### config.mk
export PLATFORM = sky130hd
export DESIGN_NAME = sqrt_launch_ctrl
export DESIGN_NICKNAME = d
export VERILOG_FILES = /design/src/rtl/sqrt_launch_ctrl.sv
export SDC_FILE = /design/constraint.sdc
export NUM_CORES = 1
export LEC_CHECK = 0
export BUFFER_PORTS_ARGS = -buffer_cell sky130_fd_sc_hd__buf_2
export CELL_PAD_IN_SITES_DETAIL_PLACEMENT = 0
export CELL_PAD_IN_SITES_GLOBAL_PLACEMENT = 1
export CORE_UTILIZATION = 42
export DETAILED_ROUTE_END_ITERATION = 12
export PLACE_DENSITY = 0.86
export SYNTH_ARGS = -nofsm -noshare
export SYNTH_HDL_FRONTEND = slang
export SYNTH_SLANG_ARGS = --single-unit
### constraint.sdc
create_clock -name i_clk -period 5 [get_ports i_clk]
set_input_delay 0.75 -clock i_clk [delete_from_list [all_inputs] [get_ports i_clk]]
set_output_delay 0.75 -clock i_clk [all_outputs]
set_load 0.01 [all_outputs]
### src/rtl/sqrt_launch_ctrl.sv
// sqrt_launch_ctrl: data-memory sequencer for an 8-bit integer square root; define SQRT_ROUND_EN for round-to-nearest
module sqrt_launch_ctrl #(
  parameter int AW = 8,
  parameter logic [AW-1:0] OPERAND_ADDR = AW'(16),
  parameter logic [AW-1:0] RESULT_ADDR = AW'(18)
) (
  input  logic          i_clk,
  input  logic          i_reset,
  input  logic          i_start,
  output logic          o_ack,
  output logic          o_busy,
  input  logic [AW-1:0] i_core_addr,
  input  logic          i_core_read_mem,
  input  logic          i_core_write_mem,
  input  logic [7:0]    i_core_data_in,
  output logic          o_core_stall,
  output logic [AW-1:0] o_mem_addr,
  output logic          o_mem_read_mem,
  output logic          o_mem_write_mem,
  output logic [7:0]    o_mem_data_in,
  input  logic [7:0]    i_mem_data_out
);
`ifdef SQRT_ROUND_EN
  typedef enum logic [2:0] {IDLE, RD_HI, RD_LO, ITER, ROUND, WR, DONE} state_t;
`else
  typedef enum logic [2:0] {IDLE, RD_HI, RD_LO, ITER, WR, DONE} state_t;
`endif
  state_t r_state, w_next;
  logic r_start_q;
  logic [15:0] r_op;
  logic [7:0] r_root;
  logic [10:0] r_rem;
  logic [2:0] r_cnt;
  logic w_launch, w_busy, w_ge;
  logic [10:0] w_rem_sh, w_trial;
  assign w_busy = !(r_state == IDLE || r_state == DONE);
  assign w_launch = i_start && !r_start_q && !w_busy;
  assign w_rem_sh = 11'({r_rem, r_op[15:14]});
  assign w_trial = {1'b0, r_root, 2'b01};
  assign w_ge = w_rem_sh >= w_trial;
  assign o_busy = w_busy;
  assign o_core_stall = w_busy;
  assign o_ack = r_state == DONE;
  assign o_mem_addr = !w_busy ? i_core_addr :
                      r_state == RD_HI ? OPERAND_ADDR :
                      r_state == RD_LO ? OPERAND_ADDR + AW'(1) : RESULT_ADDR;
  assign o_mem_read_mem = w_busy ? (r_state == RD_HI || r_state == RD_LO) : i_core_read_mem;
  // a reset landing in WR must not let the abandoned result reach memory
  assign o_mem_write_mem = w_busy ? (r_state == WR && !i_reset) : i_core_write_mem;
  assign o_mem_data_in = w_busy ? r_root : i_core_data_in;
  // state register
  always_ff @(posedge i_clk) begin
    r_state <= i_reset ? IDLE : w_next;
  end
  // next-state sequencing: two reads, eight digit iterations, optional rounding, one write
  always_comb begin
    w_next = r_state;
    case (r_state)
      IDLE, DONE: w_next = w_launch ? RD_HI : r_state;
      RD_HI: w_next = RD_LO;
      RD_LO: w_next = ITER;
`ifdef SQRT_ROUND_EN
      ITER: w_next = r_cnt == 3'd7 ? ROUND : ITER;
      ROUND: w_next = WR;
`else
      ITER: w_next = r_cnt == 3'd7 ? WR : ITER;
`endif
      WR: w_next = DONE;
      default: w_next = IDLE;
    endcase
  end
  // operand capture and restoring square-root datapath, MSB digit pair first
  always_ff @(posedge i_clk) begin
    if (i_reset) begin
      r_start_q <= 1'b0;
      r_op <= '0;
      r_root <= '0;
      r_rem <= '0;
      r_cnt <= '0;
    end else begin
      r_start_q <= i_start;
      case (r_state)
        RD_HI: r_op[15:8] <= i_mem_data_out;
        RD_LO: begin
          r_op[7:0] <= i_mem_data_out;
          r_root <= '0;
          r_rem <= '0;
          r_cnt <= '0;
        end
        ITER: begin
          r_rem <= w_ge ? w_rem_sh - w_trial : w_rem_sh;
          r_root <= {r_root[6:0], w_ge};
          r_op <= {r_op[13:0], 2'b00};
          r_cnt <= r_cnt + 3'd1;
        end
`ifdef SQRT_ROUND_EN
        ROUND: r_root <= (r_rem > {3'b000, r_root} && r_root != 8'hff) ? r_root + 8'd1 : r_root;
`endif
        default: ;
      endcase
    end
  end
endmodule

Yosys cells after proc, flatten, opt, wreduce, memory -nomap -nowiden. Index checks and enable logic that the tools add are counted.

Mux-type cells: 15. Magnitude comparators: 1. Eq/ne operators: 7. $add $sub $neg: 2. Reduce and logical (&&, ||, !) cells: 12.

Operators by type and width (number): 8-bit case mux with 2 select lines (3); 9-bit case mux with 2 select lines (1); 8-bit two-way mux (2); 3-bit case mux with 5 select lines (1); 11-bit by 10-bit >= comparator with 1-bit output (1); 3-bit == test, second input constant (3); 9-bit two-way mux (1); 9-bit subtractor (1); 3-bit by 2-bit == test with 1-bit output, second input constant (2); 3-bit two-way mux (2); 3-bit case mux with 2 select lines (1); 2-bit two-way mux (2); 2-bit nonzero test (2); 3-bit by 1-bit adder with 3-bit output, second input constant (1); 3-bit by 1-bit == test with 1-bit output, second input constant (1); 1-bit logical AND (3); 1-bit zero test (3); 3-bit zero test (1); 1-bit logical OR (2); 1-bit two-way mux (2); 2-bit inequality test, second input constant (1); 2-bit OR reduction (1).

Flip-flop bits (word level): 40. Output and inout port bits: 21. Input bits: 29. Logic and storage cells: 44.

Longest topological paths before layout.
Word-level depth: 5. Gate-level depth with buffers: 8.

Worst setup path after synthesis. No wires, ideal clock.

Kind: register -> output. Start: register r_state[1]. End: output o_mem_addr[0]. Required time: 4.250 ns. Arrival: 1.441 ns. Setup slack: 2.809 ns. Buffers on the path: 2. Cell stages (with the launch flop): 5. Path through: dfxtp_1 -> clkbuf_1 -> clkbuf_1 -> nor2_1 -> o31ai_1.

Word-level cells in the longest chain between the ends: 4. Elaborated cells on any way between the ends: 8. Those cells by class: 3 x eq/ne; 3 x mux; 2 x reduce/logical.

Ends and longest elaborated chain: start: declaration (RTL line 28) `state_t r_state, w_next;`; start signal: assignment (RTL line 53) `r_state <= i_reset ? IDLE : w_next;`; 3-bit by 2-bit == test with 1-bit output (RTL line 46) `r_state == RD_LO ? OPERAND_ADDR + AW'(1) : RESULT_ADDR;`; 2-bit two-way mux (RTL line 46); 2-bit two-way mux (RTL line 45) `r_state == RD_HI ? OPERAND_ADDR :`; 8-bit two-way mux * (RTL line 44) `assign o_mem_addr = !w_busy ? i_core_addr :`; end: declaration (RTL line 17) `output logic [AW-1:0] o_mem_addr,`.

Mark *: on every way between the ends. The rest lies on a longest branch, timed or not.

Worst setup path after layout.
Start: register r_state[2]. End: output o_mem_data_in[4].

Word-level cells in the longest chain between the ends: 3. Elaborated cells on any way between the ends: 4. Those cells by class: 1 x eq/ne; 1 x mux; 2 x reduce/logical.

Ends and longest elaborated chain: 3-bit == test or 3-bit zero test (tied branches) (RTL line 36) `assign w_busy = !(r_state == IDLE || r_state == DONE);`; 1-bit logical OR * (RTL line 36); 8-bit two-way mux * (RTL line 50) `assign o_mem_data_in = w_busy ? r_root : i_core_data_in;`; end: declaration (RTL line 20) `output logic [7:0] o_mem_data_in,`.

Marks and branches as above.

==> results by group <==
STA
  – Final hold viol count: 0
  – Fmax: 307.9 MHz
  – Slew @ Worst Pin: 1114 ps
  – Period Utilization, post-route: 64.96%
  – Setup total negative slack: 0 ps
  – RSZ-0062 raised after global routing: false
  – Fin Hold WS: 454.7 ps
  – Worst Skew: 8.160 ps
  – Max-slew violations: 0
  – Endpoints failing setup: 0
  – Final min period: 3248 ps
  – Slew HR: 25.31%

Clocking
  – Post_cts resized: 0
  – Worst skew pair latency: 300 ps
  – H-tree depth: 2
  – Clk buf depth: 2
  – Root Driver: clkbuf_8
  – Cts hold-fix bufs: 0
  – CTS Buf Count: 5
  – CTS Sinks: 40
  – Clock Pin Slew Worst Setup and Hold Paths: 80 ps
  – Number of post-CTS setup repair buffers: 0
  – CTS tree: built

Place
  – Placed insts: 389
  – DP HPWL: 3619 um
  – Gpl congestion: 0.8194
  – Port Buf Inserts: 49

Setup path
  – Crit end category: output pin
  – Worst path slowest cell: nor3_2
  – Critical R2R Launch: r_root[2]$_SDFFE_PP0P_
  – Worst reg2reg endpoint: r_rem[2]$_SDFFE_PP0P_
  – Critical path class: reg2out
  – Reg-to-reg slack, setup: 2640 ps
  – Startpoint types: flop
  – Critical Path, Cell by Cell: nor2b_1 -> nor3_2 -> nand2_1 -> o21ai_0 -> buf_2
  – Crit path largest cell delay: 910 ps
  – CP required: 4250 ps
  – R2r worst-path depth: 8
  – CP arrival: 2500 ps
  – Crit-path max FO: 23

Route
  – 1st-iter DRT viols: 123
  – Vias per Instance: 5.186
  – Residual DRC count: 0
  – M1 WL: 2437 um
  – Met2 WL: 2266 um
  – Highest metal used: met4
  – Initial DRT Pass Iterations: 4
  – Routed len/inst: 12.66 um
  – Routed Antenna Nets: 0
  – Via count: 2059
  – Met3 wire length: 270 um
  – Routed WL: 5028 um

Min path
  – Hold_sp: r_op[0]$_SDFFE_PP0P_
  – Worst Hold Class: reg2reg
  – Hold Path Depth: 2
  – Worst hold endpoint: r_op[0]$_SDFFE_PP0P_

Logic synthesis
  – Mapped Cells: 286
  – Seq cells post-synth: 40
  – Yosys cell types: 40
  – Avg Cell Area, Syn: 7.971 sq um
  – Dominant synthesized flop cell: dfxtp_1
  – Ys async rst share: 0%
  – Synth warnings: 0
  – Syn_nets: 327
  – Seq/Total Area, Yosys: 35.13%
  – EDFF count, synth: 0
  – Mapped cell area: 2280 sq um

Power and ir drop
  – Maximum vdd ir drop: 0.0001664 V
  – LEAKAGE: 1.100 nW
  – Power Density: 322.1 nW/um^2
  – Final Power: 0.0008540 W

Floorplan
  – I/O pin count: 50
  – Die Width: 75.68 um
  – Total die area: 5727 sq um
  – Total core area: 5172 sq um
  – Cell Rows: 26
  – Initial Utilization: 44.07%
  – Die H: 75.68 um

GRT
  – Grt ovf: 0
  – Vias in the first global route: 1792
  – Initial antenna violation count: 0
  – Total GRT Usage: 19.22%
  – Largest net degree at the start of global routing: 36
  – First-pass GRT wire length: 8217 um

Layout
  – Nets@finish: 367
  – Finished Layout Cells: 397
  – Synthesis-to-finish area growth: 16.30%
  – # fillers: 524
  – Antenna Cells: 0
  – Share of layout cells above drive strength 1: 19.57%

Flow run
  – Max capacitance violation total: 0

Status
  – Status: complete, no violations
==> synth_stat cells (4+ instances only) <==
master	count	area, sq um
a211oi_1	15	112.6
a21oi_1	18	90.09
and2_1	5	31.28
clkbuf_1	17	63.81
dfxtp_1	40	800.8
ha_1	12	150.1
inv_1	15	56.30
mux2i_1	21	210.2
nand2_1	33	123.9
nand3_1	12	60.06
nor2_1	34	127.6
nor3_1	6	30.03
o21ai_0	10	50.05
o21ai_1	7	35.03
xor2_1	4	35.03
==> through the flow <==
stage	utilization, %	instance area (sq um)	worst slack, ps
floorplan	-	2280	2809
global placement	49.52	2561	2158
detailed placement	49.52	2561	2086
CTS	51.26	2651	1758
global route	51.26	2651	1506
finish	51.26	2651	1752
==> per-layer routing <==
layer	track usage, %	vias to the layer above
met5	0	-
met4	5.144	0
met3	5.159	5
met2	32.84	61
met1	23.96	910
li1	-	1083
==> critical path, delay by kind of cell (launching register included) <==
| family | cells | cell delay (ps) |
|---|---|---|
| flops | 1 | 590 |
| buf+inv | 1 | 160 |
| simple gates | 3 | 1350 |
| compound gates | 1 | 100 |
==> flip-flops by register name, indices dropped and copies added, names as in the netlist <==
register   cells
r_state        3
r_root         8
r_start_q      1
r_cnt          3
r_rem          9
r_op          16
==> power by group <==
group	internal [W]	switching [W]	total [W]
Sequential	0.000340	0.0000184	0.000358
Clock	0.000113	0.000114	0.000226
Combinational	0.000118	0.000151	0.000270
Total	0.000571	0.000283	0.000854
==> layout by cell type, fill, tap and decap left out, drive strengths merged, types with 12 or more instances in the layout <==
cell and count:
nand3 12, nor2 34, mux2i 21, a21oi 19
buf 51, a211oi 17, ha 12, dfxtp 40
o21ai 17, nand2 33, inv 15
==> logic make-up (layout without fill, tap and decap cells) <==
group	count (synthesis)	after routing	synth area share, %
simple gates	103	103	20.36
compound gates	70	70	20.42
flops	40	40	35.13
buf+inv	33	74	5.598
mux	21	21	9.221
fa+ha+maj	12	12	6.586
xor+xnor	7	7	2.689
==> layout make-up <==
type / count / area [sq um] / share of cell area [%]
Clock buffer: 8 / 90.09 / 3.398
Inverter: 15 / 56.30 / 2.124
Multi-Input combinational cell: 213 / 1356 / 51.16
Sequential cell: 40 / 800.8 / 30.20
Tap cell: 70 / 87.58 / 3.303
Timing Repair Buffer: 51 / 260.3 / 9.816
==> worst max path at each step <==
| stage | startpoint | end | slack, ps | cells after the start |
|---|---|---|---|---|
| finish | r_state[2]$_SDFFE_PP0P_ | o_mem_data_in[4] | 1750 | 5 |
| global route | r_state[2]$_SDFFE_PP0P_ | o_mem_data_in[1] | 1510 | 5 |
| CTS | r_state[2]$_SDFFE_PP0P_ | o_mem_data_in[7] | 1760 | 5 |
| detailed placement | r_state[2]$_SDFFE_PP0P_ | o_mem_data_in[7] | 2090 | 5 |
| global placement | r_state[2]$_SDFFE_PP0P_ | o_mem_data_in[7] | 2160 | 5 |
| floorplan | r_state[1]$_SDFFE_PP0P_ | o_mem_addr[0] | 2810 | 4 |
(Power assumes the default switching activity.)
